$ cat config.mk
export PLATFORM = sky130hd
export DESIGN_NAME = sample_scheduler_flat
export DESIGN_NICKNAME = d
export VERILOG_FILES = /design/src/rtl/rast_pkg.sv /design/src/rtl/sample_scheduler_if.sv /design/src/rtl/sample_step.sv /design/src/rtl/sample_scheduler.sv /design/src/flat_wrapper.sv
export SDC_FILE = /design/constraint.sdc
export NUM_CORES = 1
export LEC_CHECK = 0
export ABC_AREA = 1
export CAP_MARGIN = 20
export CORE_UTILIZATION = 25
export CTS_CLUSTER_DIAMETER = 80
export DETAILED_ROUTE_END_ITERATION = 7
export GPL_TIMING_DRIVEN = 0
export PLACE_DENSITY = 0.53
export SLEW_MARGIN = 40
export SYNTH_ARGS = -nofsm -noshare
export SYNTH_HDL_FRONTEND = slang
export SYNTH_HIERARCHICAL = 1
export SYNTH_SLANG_ARGS = --single-unit
$ cat constraint.sdc
create_clock -name clk -period 9.9 [get_ports clk]
set_input_delay 1.485 -clock clk [delete_from_list [all_inputs] [get_ports clk]]
set_output_delay 1.485 -clock clk [all_outputs]
set_load 0.02 [all_outputs]
$ cat src/rtl/rast_pkg.sv
// Shared rasterizer definitions.
// Holds the scheduler FSM state type, the one-hot subsample pitch codes,
// the helper that turns a pitch code into a grid step, and a point type.
package rast_pkg;

  typedef enum logic {
    WAIT = 1'b0,
    TEST = 1'b1
  } state_e;

  // One-hot subsample pitch codes (samples per pixel edge: 1, 2, 4, 8)
  localparam logic [3:0] SS_1X  = 4'b1000;
  localparam logic [3:0] SS_4X  = 4'b0100;
  localparam logic [3:0] SS_16X = 4'b0010;
  localparam logic [3:0] SS_64X = 4'b0001;

  localparam int PT_SIGFIG = 24;

  typedef struct packed {
    logic signed [PT_SIGFIG-1:0] y;
    logic signed [PT_SIGFIG-1:0] x;
  } point_t;

  // Grid step in fixed point. Anything that is not a legal one-hot code
  // falls back to whole-pixel stepping.
  function automatic logic [31:0] step_of(input logic [3:0] ss, input int unsigned radix);
    case (ss)
      SS_4X:   step_of = 32'd1 << (radix - 1);
      SS_16X:  step_of = 32'd1 << (radix - 2);
      SS_64X:  step_of = 32'd1 << (radix - 3);
      default: step_of = 32'd1 << radix;
    endcase
  endfunction

endpackage

$ cat src/rtl/sample_scheduler_if.sv
// Bus bundle between bounding-box generation, the sample scheduler and the
// sample-test datapath.
//   slave  : scheduler side (takes triangle/box, drives held triangle + sample)
//   master : surrounding pipeline side
interface sample_scheduler_if #(
  parameter int SIGFIG = 24,
  parameter int VERTS  = 3,
  parameter int AXIS   = 3,
  parameter int COLORS = 3
);
  import rast_pkg::*;

  // upstream triangle offer
  logic [VERTS-1:0][AXIS-1:0][SIGFIG-1:0] tri_R14S;
  logic [COLORS-1:0][SIGFIG-1:0]          color_R14U;
  logic [1:0][1:0][SIGFIG-1:0]            box_R14S;   // [0]=ll (x,y), [1]=ur (x,y)
  logic                                   validTri_R14H;
  logic                                   readyTri_R14H;
  // static configuration and downstream stall
  logic [3:0]                             subSample_RnnnnU;
  logic                                   halt_RnnnnH;
  // downstream sample stream
  logic [VERTS-1:0][AXIS-1:0][SIGFIG-1:0] tri_R16S;
  logic [COLORS-1:0][SIGFIG-1:0]          color_R16U;
  logic [1:0][SIGFIG-1:0]                 sample_R16S; // [0]=x, [1]=y
  logic                                   validSamp_R16H;

  modport slave (
    input  tri_R14S, color_R14U, box_R14S, validTri_R14H,
    input  subSample_RnnnnU, halt_RnnnnH,
    output readyTri_R14H,
    output tri_R16S, color_R16U, sample_R16S, validSamp_R16H
  );

  modport master (
    output tri_R14S, color_R14U, box_R14S, validTri_R14H,
    output subSample_RnnnnU, halt_RnnnnH,
    input  readyTri_R14H,
    input  tri_R16S, color_R16U, sample_R16S, validSamp_R16H
  );

endinterface

$ cat src/rtl/sample_step.sv
// Next raster position for the sample walk.
// Inputs: current sample (x,y), snapped lower-left x, upper-right (x,y), step.
// Outputs: next sample (x,y) and last, set when the current sample is the
// final one in the box (next position then just echoes the current one).
// Sums are one bit wider than the coordinates so a box edge near the
// largest positive coordinate cannot wrap to a negative position.
module sample_step #(
  parameter int SIGFIG = 24
) (
  input  logic signed [SIGFIG-1:0] samp_x,
  input  logic signed [SIGFIG-1:0] samp_y,
  input  logic signed [SIGFIG-1:0] ll_x,
  input  logic signed [SIGFIG-1:0] ur_x,
  input  logic signed [SIGFIG-1:0] ur_y,
  input  logic signed [SIGFIG-1:0] step,
  output logic signed [SIGFIG-1:0] nxt_x,
  output logic signed [SIGFIG-1:0] nxt_y,
  output logic                     last
);

  logic signed [SIGFIG:0] sum_x, sum_y, ur_x_e, ur_y_e;

  assign sum_x  = {samp_x[SIGFIG-1], samp_x} + {step[SIGFIG-1], step};
  assign sum_y  = {samp_y[SIGFIG-1], samp_y} + {step[SIGFIG-1], step};
  assign ur_x_e = {ur_x[SIGFIG-1], ur_x};
  assign ur_y_e = {ur_y[SIGFIG-1], ur_y};

  always_comb begin
    nxt_x = samp_x;
    nxt_y = samp_y;
    last  = 1'b0;
    if (sum_x <= ur_x_e) begin
      nxt_x = sum_x[SIGFIG-1:0];
    end else if (sum_y <= ur_y_e) begin
      nxt_x = ll_x;
      nxt_y = sum_y[SIGFIG-1:0];
    end else begin
      last = 1'b1;
    end
  end

endmodule

$ cat src/rtl/sample_scheduler.sv
// Sample scheduler: accepts one triangle + bounding box at a time and walks
// every grid sample inside the box in raster order, one candidate per cycle,
// alongside the held triangle and color. Downstream halt freezes everything.
// Ports:
//   clk, rst : clock, synchronous active-high reset
//   bus      : sample_scheduler_if.slave (triangle offer, pitch, halt,
//              held triangle/color, sample, sample valid)
module sample_scheduler
  import rast_pkg::*;
#(
  parameter int SIGFIG = 24,
  parameter int RADIX  = 10,
  parameter int VERTS  = 3,
  parameter int AXIS   = 3,
  parameter int COLORS = 3
) (
  input  logic                  clk,
  input  logic                  rst,
  sample_scheduler_if.slave     bus
);

  state_e state_q, state_d;
  // Low while in reset, so readiness stays off until the first clean cycle
  // without putting rst itself on the ready path.
  logic   live_q;

  logic [VERTS-1:0][AXIS-1:0][SIGFIG-1:0] tri_q;
  logic [COLORS-1:0][SIGFIG-1:0]          color_q;
  logic signed [SIGFIG-1:0] samp_x_q, samp_y_q, ll_x_q, ur_x_q, ur_y_q;

  logic signed [SIGFIG-1:0] step_w;
  logic signed [SIGFIG-1:0] box_ll_x, box_ll_y, box_ur_x, box_ur_y;
  logic signed [SIGFIG-1:0] snap_x, snap_y, nxt_x, nxt_y;
  logic                     last, accept, empty, halt;

  assign halt     = bus.halt_RnnnnH;
  assign step_w   = SIGFIG'(step_of(bus.subSample_RnnnnU, RADIX));
  assign box_ll_x = $signed(bus.box_R14S[0][0]);
  assign box_ll_y = $signed(bus.box_R14S[0][1]);
  assign box_ur_x = $signed(bus.box_R14S[1][0]);
  assign box_ur_y = $signed(bus.box_R14S[1][1]);

  // Clearing the bits below the step rounds toward -inf for signed values.
  assign snap_x = box_ll_x & ~(step_w - SIGFIG'(1));
  assign snap_y = box_ll_y & ~(step_w - SIGFIG'(1));
  assign empty  = (snap_x > box_ur_x) || (snap_y > box_ur_y);

  assign bus.readyTri_R14H = (state_q == WAIT) && !halt && live_q;
  assign accept            = bus.validTri_R14H && bus.readyTri_R14H;

  sample_step #(.SIGFIG(SIGFIG)) u_step (
    .samp_x (samp_x_q),
    .samp_y (samp_y_q),
    .ll_x   (ll_x_q),
    .ur_x   (ur_x_q),
    .ur_y   (ur_y_q),
    .step   (step_w),
    .nxt_x  (nxt_x),
    .nxt_y  (nxt_y),
    .last   (last)
  );

  always_comb begin
    state_d = state_q;
    case (state_q)
      WAIT:    if (accept && !empty) state_d = TEST;
      TEST:    if (!halt && last)    state_d = WAIT;
      default: state_d = WAIT;
    endcase
  end

  always_ff @(posedge clk) begin
    if (rst) begin
      state_q  <= WAIT;
      live_q   <= 1'b0;
      tri_q    <= '0;
      color_q  <= '0;
      samp_x_q <= '0;
      samp_y_q <= '0;
      ll_x_q   <= '0;
      ur_x_q   <= '0;
      ur_y_q   <= '0;
    end else begin
      state_q <= state_d;
      live_q  <= 1'b1;
      if (accept && !empty) begin
        // Empty boxes are consumed by the handshake but never latched.
        tri_q    <= bus.tri_R14S;
        color_q  <= bus.color_R14U;
        samp_x_q <= snap_x;
        samp_y_q <= snap_y;
        ll_x_q   <= snap_x;
        ur_x_q   <= box_ur_x;
        ur_y_q   <= box_ur_y;
      end else if (state_q == TEST && !halt && !last) begin
        samp_x_q <= nxt_x;
        samp_y_q <= nxt_y;
      end
    end
  end

  assign bus.validSamp_R16H = (state_q == TEST);
  assign bus.tri_R16S       = tri_q;
  assign bus.color_R16U     = color_q;
  assign bus.sample_R16S    = {samp_y_q, samp_x_q};

endmodule

$ cat src/flat_wrapper.sv
// flat-port wrapper written by rule: the top's interface ports become plain ports
module sample_scheduler_flat import rast_pkg::*;
#(
  parameter int SIGFIG = 24,
  parameter int RADIX  = 10,
  parameter int VERTS  = 3,
  parameter int AXIS   = 3,
  parameter int COLORS = 3
)
  (clk, rst, bus_tri_R14S, bus_color_R14U, bus_box_R14S, bus_validTri_R14H, bus_subSample_RnnnnU, bus_halt_RnnnnH, bus_readyTri_R14H, bus_tri_R16S, bus_color_R16U, bus_sample_R16S, bus_validSamp_R16H);
  sample_scheduler_if #(.SIGFIG(SIGFIG), .VERTS(VERTS), .AXIS(AXIS), .COLORS(COLORS)) bus_i ();
  input  logic clk;
  input  logic rst;
  input wire logic [$bits(bus_i.tri_R14S)-1:0] bus_tri_R14S;
  input wire logic [$bits(bus_i.color_R14U)-1:0] bus_color_R14U;
  input wire logic [$bits(bus_i.box_R14S)-1:0] bus_box_R14S;
  input wire logic [$bits(bus_i.validTri_R14H)-1:0] bus_validTri_R14H;
  input wire logic [$bits(bus_i.subSample_RnnnnU)-1:0] bus_subSample_RnnnnU;
  input wire logic [$bits(bus_i.halt_RnnnnH)-1:0] bus_halt_RnnnnH;
  output wire logic [$bits(bus_i.readyTri_R14H)-1:0] bus_readyTri_R14H;
  output wire logic [$bits(bus_i.tri_R16S)-1:0] bus_tri_R16S;
  output wire logic [$bits(bus_i.color_R16U)-1:0] bus_color_R16U;
  output wire logic [$bits(bus_i.sample_R16S)-1:0] bus_sample_R16S;
  output wire logic [$bits(bus_i.validSamp_R16H)-1:0] bus_validSamp_R16H;
  assign bus_i.tri_R14S = bus_tri_R14S;
  assign bus_i.color_R14U = bus_color_R14U;
  assign bus_i.box_R14S = bus_box_R14S;
  assign bus_i.validTri_R14H = bus_validTri_R14H;
  assign bus_i.subSample_RnnnnU = bus_subSample_RnnnnU;
  assign bus_i.halt_RnnnnH = bus_halt_RnnnnH;
  assign bus_readyTri_R14H = bus_i.readyTri_R14H;
  assign bus_tri_R16S = bus_i.tri_R16S;
  assign bus_color_R16U = bus_i.color_R16U;
  assign bus_sample_R16S = bus_i.sample_R16S;
  assign bus_validSamp_R16H = bus_i.validSamp_R16H;
  sample_scheduler #(.SIGFIG(SIGFIG), .RADIX(RADIX), .VERTS(VERTS), .AXIS(AXIS), .COLORS(COLORS)) u_core (.clk(clk), .rst(rst), .bus(bus_i));
endmodule
==> out/results.tsv <==
metric	value	unit
top_layer	met5	
core-area	0.08250	mm²
area_delta_synth_final	49.68	%
power.leakage	13.01	nW
ys.flop_type	dfxtp_1	
maxCapViolations	0	
worst_hold_path_type	reg -> reg	
synth_top_family_by_area	simple AND/OR/NAND/NOR gates	
postCtsHoldBufs	0	
worstPathMaxFanout	10	
yosysTopAreaCell	dfxtp_1	
hold_viol	0	
dpl.hpwl	86180	µm
r2r_setup_slack	4.04	ns
cp.arrival	8.39	ns
p_switching	1.227	mW
wl_met3	8861	µm
antenna_found_initial	24	
grt_pass1_wl	148800	µm
drtIter0Drc	1433	
vias	22980	
insertion_delay	0.60	ns
cts_resized	0	
synthDistinctLibCells	39	
port_buffers	715	
setup_ws	2.033	ns
synth_xor_area_share	1.380	%
hold_path_depth	2	
intPower	3.084	mW
netlist_top_cells_area	dfxtp_1 (39%), nand2_1 (23%), a21oi_1 (10%)	
power	4.311	mW
ant_nets	0	
dp_cells	4960	
final_layout_size_suffix_gt1_share	4.794	%
grtUsageTotal	23.67	%
synth-seq-cells	403	
synthesis.area	0.02095	mm²
synth_edf_count	0	
wl_per_cell	20.57	µm
fin_cells	5066	
ioPinCount	730	
slew_headroom	45.03	%
dieArea	0.08496	mm²
final_nets	4472	
synth_top_area_share	38.51	%
wirelength_met1	44310	µm
setup-violations-final	0	
synth_mux_area_share	0	%
syn_area_per_cell	6.698	µm²
fin_setup_tns	0	ns
post-synth-top-count-cell	nand2_1	
wl_met2	48820	µm
grt_setup_unrepaired	no	
yosys.area_share.simple	30.76	%
yosys_warnings	6	
fin_skew	0.01802	ns
clock-sinks	403	
slowest_stage	nor3_1	
critPathLaunchType	input pin	
gp_congestion	0.9532	
cts.clk_slew.worst_paths	0.06	ns
worst-setup-path-type	in -> reg	
synth-adder-area-share	8.254	%
rows	105	
grt_max_degree	15	
numCtsBuffers	51	
worstPathRequired	10.43	ns
final_min_period_over_clock_period	79.46	%
grt_pass1_vias	21760	
ir_drop	0.1144	mV
crit_path_end	u_core/samp_x_q[15]	
cts_tree	built	
r2r-end	u_core/samp_x_q[15]	
pre_cts_slack	1.615	ns
worstMarginPinSlew	0.8245	ns
drtPass1Iterations	7	
end_kind	flip-flop	
syn_inst	3128	
fin_util	38.01	%
reg2reg_depth	23	
cpMostUsedCell	nor2_1	
cts_setup_buffers	0	
cp-startpoint	bus_subSample_RnnnnU[3]	
status	finished clean	
drc_errors	0	
slowest_delay	0.59	ns
drt-total-wl	104200	µm
fmaxAchievable	127.1	MHz
reg2reg_from	u_core/samp_y_q[9]	
avgViaCountPerCell	4.536	
power_frac_comb	17.2	%
cts_buffer_depth	3	
yosysSeqAreaShare	38.51	%
grt_overflow	0	
htreeDepth	2	
die_width	291.5	µm
switching_share	28.46	%
slew_violations	0	
synth_compound_area_share	12.84	%
synth-async-reset-ratio	0	%
initial_core_util	25.39	%
pwr-share-clk	44.0	%
layout_min_cycle_time	7.867	ns
powerDensity	137.5	mW/mm²
cts_root_buf	clkbuf_16	
synthTopCellsByCount	nand2_1 (1302), a21oi_1 (429), dfxtp_1 (403), inv_1 (250)	
pwr-share-seq	38.8	%
die_h	291.5	µm
==> placed cells by master (no fill, tap or decap), drive strengths merged, types with 4 or more instances in the layout <==
| master | synthesis | layout |
|---|---|---|
| o21ai | 61 | 61 |
| nor3 | 17 | 17 |
| conb | 1 | 48 |
| clkdlybuf4s50 | 0 | 715 |
| nor2 | 136 | 136 |
| clkbuf | 53 | 131 |
| inv | 252 | 257 |
| xnor2 | 9 | 9 |
| ha | 135 | 135 |
| dfxtp | 403 | 403 |
| o211ai | 4 | 4 |
| diode | 0 | 12 |
| clkinv | 5 | 12 |
| a21oi | 429 | 429 |
| and2 | 7 | 7 |
| xor2 | 24 | 24 |
| a21o | 13 | 13 |
| nand3 | 113 | 113 |
| nand3b | 6 | 6 |
| nand2 | 1307 | 1307 |
| buf | 98 | 98 |
| a21boi | 6 | 6 |
| nand4 | 33 | 33 |
==> worst min path at each step <==
| stage | startpoint | end | slack (ns) |
|---|---|---|---|
| after floorplan | u_core/ll_x_q[14] | u_core/ll_x_q[14] | 0.44 |
| after global placement | u_core/bus.color_R16U[32] | u_core/bus.color_R16U[32] | 0.45 |
| after detailed placement | u_core/ll_x_q[14] | u_core/ll_x_q[14] | 0.45 |
| after CTS | u_core/ll_x_q[14] | u_core/ll_x_q[14] | 0.46 |
| after global routing | u_core/bus.tri_R16S[57] | u_core/bus.tri_R16S[57] | 0.48 |
| final | u_core/bus.color_R16U[54] | u_core/bus.color_R16U[54] | 0.46 |
==> metal layers <==
layer	up-vias	GRT usage [%]
met5	-	0
met4	26	5.045
met2	774	40.12
li1	11570	-
met1	10490	29.63
met3	125	6.627
==> cell type report <==
cell class | instances | area (µm²)
Sequential cell | 403 | 8068
Tap cell | 1070 | 1339
Antenna cell | 12 | 30.03
Clock buffer | 78 | 1479
Timing Repair Buffer | 715 | 7157
Buffer | 151 | 769.5
Fill cell | 8922 | 51150
Multi-Input combinational cell | 2364 | 11330
Inverter | 257 | 964.7
Clock inverter | 16 | 219.0
==> registers in the layout, indices dropped and copies added, names as in the netlist <==
register	cells
u_core/samp_x_q	24
u_core/bus.color_R16U	72
u_core/ll_x_q	17
u_core/bus.validSamp_R16H	1
u_core/bus.tri_R16S	216
u_core/samp_y_q	24
u_core/live_q	1
u_core/ur_y_q	24
u_core/ur_x_q	24
==> worst max-delay path: cells and delay by family <==
family                   cells  cell delay [ns]
buffers and inverters        7             1.95
AND/OR/NAND/NOR             21             3.59
adder cells (fa/ha/maj)      3             0.92
AO/OA/AOI/OAI                2             0.40
==> metrics by stage <==
step / area [µm²] / hold WS, ns
3_3_place_gp: 29620 / 0.4501
4_1_cts: 31330 / 0.4628
2_1_floorplan: 21130 / 0.4402
3_5_place_dp: 29630 / 0.4529
6_report: 31360 / 0.4627
5_1_grt: 31350 / 0.4774
==> logic make-up (layout without fill, tap and decap cells) <==
| group | count (synthesis) | in the layout |
|---|---|---|
| compound gates | 522 | 522 |
| xor+xnor | 33 | 33 |
| fa+ha+maj | 137 | 137 |
| buf+inv | 408 | 1217 |
| flops | 403 | 403 |
| other cells | 1 | 60 |
| simple gates | 1624 | 1624 |
==> power groups by stage <==
stage | Combinational, mW | Clock, mW | Sequential, mW
floorplan | 0.335 | 0 | 1.73
global placement | 0.731 | 0 | 1.71
detailed placement | 0.733 | 0 | 1.71
CTS | 0.736 | 1.94 | 1.67
global route | 0.808 | 2.00 | 1.68
finish | 0.742 | 1.90 | 1.67
Power figures use the tool's default switching activity.
